File: src/rtl/lfm_pkg.sv
// Shared types and default widths for the LFM sweep controller.
// The LFM_TRIANGLE_EN macro adds the triangle-mode bit to the config record.
package lfm_pkg;

  localparam int N_PHASE  = 32;
  localparam int CNT_W    = 20;
  localparam int NPULSE_W = 8;

  typedef enum logic [1:0] {
    IDLE  = 2'd0,
    CHIRP = 2'd1,
    GAP   = 2'd2
  } lfm_state_e;

  // Holding-register image of one accepted configuration.
  typedef struct packed {
    logic [N_PHASE-1:0]  ftw0;
    logic [N_PHASE-1:0]  dftw;
    logic [CNT_W-1:0]    len;
    logic [CNT_W-1:0]    gap;
    logic [NPULSE_W-1:0] npulse;
`ifdef LFM_TRIANGLE_EN
    logic                tri_mode;
`endif
  } lfm_cfg_t;

endpackage

File: src/rtl/lfm_sweep_ctrl.sv
// LFM chirp sequencer: ramps a tuning word per sample and frames chirps into
// bursts separated by programmable gaps. Optional macro LFM_TRIANGLE_EN adds
// a cfg_tri input selecting up/down triangle chirps.
// The config record uses the lfm_pkg widths; keep the parameters at their
// package defaults or change both together.
module lfm_sweep_ctrl #(
  parameter int N_PHASE  = lfm_pkg::N_PHASE,
  parameter int CNT_W    = lfm_pkg::CNT_W,
  parameter int NPULSE_W = lfm_pkg::NPULSE_W
) (
  input  logic                clk,
  input  logic                rst_n,
  input  logic                cfg_valid,
  output logic                cfg_ready,
  input  logic [N_PHASE-1:0]  cfg_ftw0,
  input  logic [N_PHASE-1:0]  cfg_dftw,
  input  logic [CNT_W-1:0]    cfg_len,
  input  logic [CNT_W-1:0]    cfg_gap,
  input  logic [NPULSE_W-1:0] cfg_npulse,
`ifdef LFM_TRIANGLE_EN
  input  logic                cfg_tri,
`endif
  input  logic                start,
  input  logic                abort,
  output logic [N_PHASE-1:0]  ftw,
  output logic                ftw_valid,
  output logic                chirp_start,
  output logic                busy,
  output logic                done
);
  import lfm_pkg::*;

  lfm_cfg_t            cfg_q;
  lfm_cfg_t            cfg_in_s;
  logic                cfg_loaded_q;
  lfm_state_e          state_q;
  logic [CNT_W-1:0]    cnt_q;         // samples left in ramp, or gap cycles left
  logic [NPULSE_W-1:0] pulse_left_q;  // chirps left including the current one
  logic                down_q;        // in the falling half of a triangle
  logic [N_PHASE-1:0]  ftw_q;
  logic                ftw_valid_q;
  logic                chirp_start_q;
  logic                busy_q;
  logic                done_q;

  logic                cfg_hs_s;
  logic                go_s;
  logic                last_pulse_s;
  logic                tri_s;
  logic [N_PHASE-1:0]  step_s;
  logic [N_PHASE-1:0]  eff_ftw0_s;
  logic [CNT_W-1:0]    eff_len_s;
  logic [NPULSE_W-1:0] eff_npulse_s;

  assign cfg_ready   = (state_q == IDLE);
  assign cfg_hs_s    = cfg_valid & cfg_ready;
  assign ftw         = ftw_q;
  assign ftw_valid   = ftw_valid_q;
  assign chirp_start = chirp_start_q;
  assign busy        = busy_q;
  assign done        = done_q;

`ifdef LFM_TRIANGLE_EN
  assign tri_s = cfg_q.tri_mode;
`else
  assign tri_s = 1'b0;
`endif

  // Gather the offered fields; a start coinciding with a handshake uses them.
  always_comb begin
    cfg_in_s.ftw0   = cfg_ftw0;
    cfg_in_s.dftw   = cfg_dftw;
    cfg_in_s.len    = cfg_len;
    cfg_in_s.gap    = cfg_gap;
    cfg_in_s.npulse = cfg_npulse;
`ifdef LFM_TRIANGLE_EN
    cfg_in_s.tri_mode = cfg_tri;
`endif
    if (cfg_hs_s) begin
      eff_ftw0_s   = cfg_ftw0;
      eff_len_s    = cfg_len;
      eff_npulse_s = cfg_npulse;
    end else begin
      eff_ftw0_s   = cfg_q.ftw0;
      eff_len_s    = cfg_q.len;
      eff_npulse_s = cfg_q.npulse;
    end
  end

  // Start qualification, end-of-burst test and the signed ramp step.
  always_comb begin
    go_s = start & ~abort & (state_q == IDLE) & (cfg_loaded_q | cfg_hs_s)
         & (eff_len_s != '0);
    last_pulse_s = (cfg_q.npulse != '0) && (pulse_left_q == NPULSE_W'(1));
    if (down_q) begin
      step_s = -cfg_q.dftw;
    end else begin
      step_s = cfg_q.dftw;
    end
  end

  // Configuration holding registers, written only while idle.
  always_ff @(posedge clk or negedge rst_n) begin
    if (!rst_n) begin
      cfg_q        <= '0;
      cfg_loaded_q <= 1'b0;
    end else if (cfg_hs_s) begin
      cfg_q        <= cfg_in_s;
      cfg_loaded_q <= 1'b1;
    end
  end

  // Burst FSM with registered tuning word and status outputs.
  always_ff @(posedge clk or negedge rst_n) begin
    if (!rst_n) begin
      state_q       <= IDLE;
      cnt_q         <= '0;
      pulse_left_q  <= '0;
      down_q        <= 1'b0;
      ftw_q         <= '0;
      ftw_valid_q   <= 1'b0;
      chirp_start_q <= 1'b0;
      busy_q        <= 1'b0;
      done_q        <= 1'b0;
    end else begin
      chirp_start_q <= 1'b0;
      done_q        <= 1'b0;
      if (abort) begin
        state_q      <= IDLE;
        cnt_q        <= '0;
        pulse_left_q <= '0;
        down_q       <= 1'b0;
        ftw_q        <= '0;
        ftw_valid_q  <= 1'b0;
        busy_q       <= 1'b0;
      end else begin
        case (state_q)
          IDLE: begin
            if (go_s) begin
              state_q       <= CHIRP;
              cnt_q         <= eff_len_s - CNT_W'(1);
              pulse_left_q  <= eff_npulse_s;
              down_q        <= 1'b0;
              ftw_q         <= eff_ftw0_s;
              ftw_valid_q   <= 1'b1;
              chirp_start_q <= 1'b1;
              busy_q        <= 1'b1;
            end
          end
          CHIRP: begin
            if (cnt_q != '0) begin
              cnt_q <= cnt_q - CNT_W'(1);
              ftw_q <= ftw_q + step_s;
            end else if (tri_s && !down_q) begin
              // Peak sample is repeated as the first falling sample.
              down_q <= 1'b1;
              cnt_q  <= cfg_q.len - CNT_W'(1);
            end else if (last_pulse_s) begin
              state_q     <= IDLE;
              down_q      <= 1'b0;
              ftw_q       <= '0;
              ftw_valid_q <= 1'b0;
              busy_q      <= 1'b0;
              done_q      <= 1'b1;
            end else begin
              down_q <= 1'b0;
              if (cfg_q.npulse != '0) begin
                pulse_left_q <= pulse_left_q - NPULSE_W'(1);
              end
              if (cfg_q.gap != '0) begin
                state_q     <= GAP;
                cnt_q       <= cfg_q.gap - CNT_W'(1);
                ftw_q       <= '0;
                ftw_valid_q <= 1'b0;
              end else begin
                cnt_q         <= cfg_q.len - CNT_W'(1);
                ftw_q         <= cfg_q.ftw0;
                chirp_start_q <= 1'b1;
              end
            end
          end
          GAP: begin
            if (cnt_q != '0) begin
              cnt_q <= cnt_q - CNT_W'(1);
            end else begin
              state_q       <= CHIRP;
              cnt_q         <= cfg_q.len - CNT_W'(1);
              ftw_q         <= cfg_q.ftw0;
              ftw_valid_q   <= 1'b1;
              chirp_start_q <= 1'b1;
            end
          end
          default: begin
            state_q     <= IDLE;
            ftw_q       <= '0;
            ftw_valid_q <= 1'b0;
            busy_q      <= 1'b0;
          end
        endcase
      end
    end
  end

endmodule

File: config.mk
export PLATFORM = sky130hd
export DESIGN_NAME = lfm_sweep_ctrl
export DESIGN_NICKNAME = d
export VERILOG_FILES = /design/src/rtl/lfm_pkg.sv /design/src/rtl/lfm_sweep_ctrl.sv
export SDC_FILE = /design/constraint.sdc
export NUM_CORES = 1
export LEC_CHECK = 0
export CAP_MARGIN = 40
export CORE_ASPECT_RATIO = 0.6
export CORE_MARGIN = 4
export CORE_UTILIZATION = 40
export CTS_CLUSTER_DIAMETER = 150
export DETAILED_ROUTE_END_ITERATION = 10
export PLACE_DENSITY = 0.64
export SYNTH_ARGS = -nofsm -noshare
export SYNTH_HDL_FRONTEND = slang
export SYNTH_SLANG_ARGS = --single-unit
File: constraint.sdc
create_clock -name clk -period 3.2 [get_ports clk]
set_input_delay 0.64 -clock clk [delete_from_list [all_inputs] [get_ports clk]]
set_output_delay 0.64 -clock clk [all_outputs]
set_load 0.02 [all_outputs]
==> impl_metrics.csv <==
group,metric,value,unit
outcome,run_status,"complete, but fails checks",
outcome,violations,"setup timing",
sta,max_slew.worst_pin.slew,0.681,ns
logic_synthesis,synth-seq-area-share,38.4,%
routing,first_iter_violations,1322,
sta,timing.final.max_slew_violations,0,
floorplan,pin_count,154,
sta,tns,-0.0710,ns
clock_tree,cts_made_buffers,17,
placement,post-dp-hpwl,30600,um
floorplan,core_area,28100,um^2
routing,final_antenna_net_count,0,
power_and_ir_drop,power_per_cell_area,809,nW/um^2
setup_path,worstPathRequired,3.53,ns
routing,wirelength,41600,um
hold_path,worst_min_path_class,"input pin to asynchronous set/reset pin",
setup_path,category_of_the_critical_setup_timing_path,"flip-flop to flip-flop",
setup_path,maximum_cell_stage_delay_along_the_critical_path,0.53,ns
logic_synthesis,distinct_cells_synth,71,
sta,final_hold_viol_count,0,
logic_synthesis,post_synth_instance_area,11600,um^2
power_and_ir_drop,power.ir.vdd_worst,0.478,mV
logic_synthesis,total_number_of_yosys_warnings,0,
clock_tree,clock_sinks,178,
setup_path,setup.worst_path.end_class,"flip-flop",
clock_tree,cts_htree_levels,4,
global_route,first_global_vias,11277,
floorplan,row_count,47,
placement,port_buffers,153,
logic_synthesis,synth_cells,1450,
clock_tree,clock_latency,0.46,ns
global_route,antenna_found_initial,2,
logic_synthesis,synth_nets,1611,
global_route,global_route.usage.total,25.4,%
logic_synthesis,number_of_enable_flip_flop_cells_after_synthesis,0,
placement,gp_congestion,0.953,
setup_path,crit_path_max_fanout,13,
setup_path,cp_slowest_cell,"or4_4",
finish,n_antenna_cell,0,
setup_path,worst_ep_arrival_time,3.58,ns
routing,post_drt_via_cell_ratio,5.66,
floorplan,floorplan.initialDensity,41.3,%
clock_tree,worst_setup_hold_path_clk_slew,0.07,ns
global_route,largest_net_degree_at_the_start_of_global_routing,63,
logic_synthesis,synthArstFlopShare,100,%
logic_synthesis,synthesis_stage_register_bit_count,178,
setup_path,regToRegSetupSlack,-0.04,ns
sta,timing.fmax,0.308,GHz
finish,drive_gt1_share,18.6,%
global_route,global_route_wire_length_before_repair,64400,um
clock_tree,buffers_from_clock_root_to_sink_at_most,2,
setup_path,crit_path_start_kind,"flip-flop",
routing,detail_route.first_pass.iterations,6,
power_and_ir_drop,leakagePower,7.22,nW
setup_path,cp_cell_instances,"or4_4 > or3_4 > or4_4 > or3_4 > buf_4 > nand2_1 > a31o_4 > nor4_1 > nor4_1 > a22oi_1",
setup_path,reg2reg_depth,10,
sta,hold_slack,0.156,ns
sta,final_min_period_over_clock_period,101,%
sta,rsz0062_at_grt,"yes",
sta,report.final.setup_viol,3,
floorplan,floorplan.die.height,140,um
sta,postLayoutSetupSlackWorst,-0.0443,ns
global_route,grt-ovfl-total,0,
sta,worst_slew_margin_rel,54.6,%
logic_synthesis,syn_avg_cell_area,7.99,um^2
run,cap_viol_max_count,0,
logic_synthesis,synth-main-ff-cell,"dfrtp_1",
clock_tree,tritoncts_clock_tree,"built",
finish,nFillCells,2521,
routing,wl_per_cell,19.7,um
finish,area.growth.synth_to_final,38.0,%
finish,finish.net_count,1889,
clock_tree,clk_root_buffer_cell,"clkbuf_16",
sta,period_minus_slack,3.24,ns
routing,vias,11930,
floorplan,fp.dieArea,31800,um^2
sta,finalClockSkew,0.0139,ns
floorplan,die_boundary_width,228,um
routing,remaining_drc_errors,0,
## what timing repair did
item	CTS	global route
buffers inserted	1	14
pin swaps	3	22
gates resized for setup	19	117
hold buffers	0	0
setup endpoints to repair	49	62
gates cloned	0	2
## through the flow
stage	setup WS, ns	cells	util (%)	area, um^2	power [mW]
after detailed placement	-0.451	2059	52.2	14700	10.1
after CTS	0.00553	2091	54.7	15400	12.4
after floorplan	-0.0109	1450	-	11600	7.50
final	-0.0443	2107	57.0	16000	12.9
after global routing	-0.153	2107	57.0	16000	13.8
after global placement	-0.365	2058	52.2	14600	10.0
## state kept, by name, summed over array words and instances (netlist names)
register	cells
busy	1
ftw	32
pulse_left_q	8
done	1
cfg_q	112
cfg_loaded_q	1
ftw_valid	1
state_q	1
chirp_start	1
cnt_q	20
## power breakdown
part / internal (mW) / leakage, nW / switching [mW] / total [mW]
Combinational: 3.11 / 4.70 / 3.89 / 7.00
Sequential: 2.97 / 2.24 / 0.773 / 3.74
Clock: 1.18 / 0.279 / 1.00 / 2.19
## synthesized netlist by cell type (8+ instances only)
master      n  area [um^2]
a211oi_1   11         82.6
a22oi_1    15          113
nor3_1     32          160
a221oi_1    8         70.1
nand2_1   400         1500
inv_1      36          135
nor4_1     20          125
o31ai_1    11         82.6
dfrtp_1   178         4450
xor2_1     34          298
or4_1      11         82.6
ha_1       43          538
nand2b_1   11         68.8
nor2_1    103          387
a22o_1     15          131
mux2i_1    15          150
and2_1     10         62.6
o21ai_0    84          420
xnor2_1    50          438
nand4_1     9         56.3
a31oi_1    12         75.1
o41ai_1     8         70.1
a21oi_1    81          405
nand3_1    32          160
a21o_1     13         97.6
a222oi_1   15          150
buf_2      14         70.1
clkbuf_1   65          244
## kinds of logic (layout without fill, tap and decap cells)
kind of cell             after synthesis  in the layout  share of synthesized area (%)
AO/OA/AOI/OAI                        327            327                           18.6
AND/OR/NAND/NOR                      673            673                           25.7
buffers and inverters                122            412                           4.10
multiplexers                          22             22                           1.98
flip-flops                           178            178                           38.4
XOR/XNOR                              84             84                           6.35
adder cells (fa/ha/maj)               44             44                           4.82
## final timing paths
path | to | from
max in group asynchronous | pulse_left_q[0]$_DFFE_PN0P_ | rst_n
min reg2reg | cfg_loaded_q$_DFFE_PN0N_ | cfg_loaded_q$_DFFE_PN0N_
max | ftw[31]$_DFFE_PN0P_ | cnt_q[13]$_DFFE_PN0P_
max reg2reg | ftw[31]$_DFFE_PN0P_ | cnt_q[13]$_DFFE_PN0P_
min | cfg_q[34]$_DFFE_PN0N_ | rst_n
min in group clk | cfg_loaded_q$_DFFE_PN0N_ | cfg_loaded_q$_DFFE_PN0N_
## area by class of cell
type	count	area, um^2	share of cell area, %
sequential	178	4460	27.9
inverter	36	135	0.845
tap	367	459	2.87
clock inverter	13	153	0.955
clock buffer	18	439	2.75
multi-input combinational	1150	7190	45.0
timing repair buffer	345	3150	19.7
## cell usage in the layout, fill, tap and decap left out, types with 8 or more instances in the layout
cell,instances
o21ai_1,19
mux2i_1,13
o21ai_0,62
xnor2_1,50
and2_1,8
buf_12,9
nand4_1,9
a222oi_1,15
a21o_1,12
a22o_1,15
nand2_1,397
nor3_1,28
a21oi_1,75
ha_1,39
clkdlybuf4s50_1,152
dfrtp_1,177
buf_4,168
or4_1,9
nor2_1,97
buf_6,14
a211oi_1,8
nor4_1,17
a22oi_1,10
xor2_1,33
nand2b_1,10
inv_1,35
o31ai_1,8
clkbuf_16,18
nand3_1,31
## per-layer routing
metal	track usage [%]	part of all wire, %
met1	40.3	49
met2	33.6	39
met3	7.11	11
met4	5.31	1.0
met5	0	0.031
## critical path: cells and delay by family (launching register included)
kind            cells  cell delay, ns
simple gates        7            2.16
compound gates      2            0.34
flops               1            0.38
buf+inv             1            0.23
No activity file was read; power rests on OpenSTA's default activity.
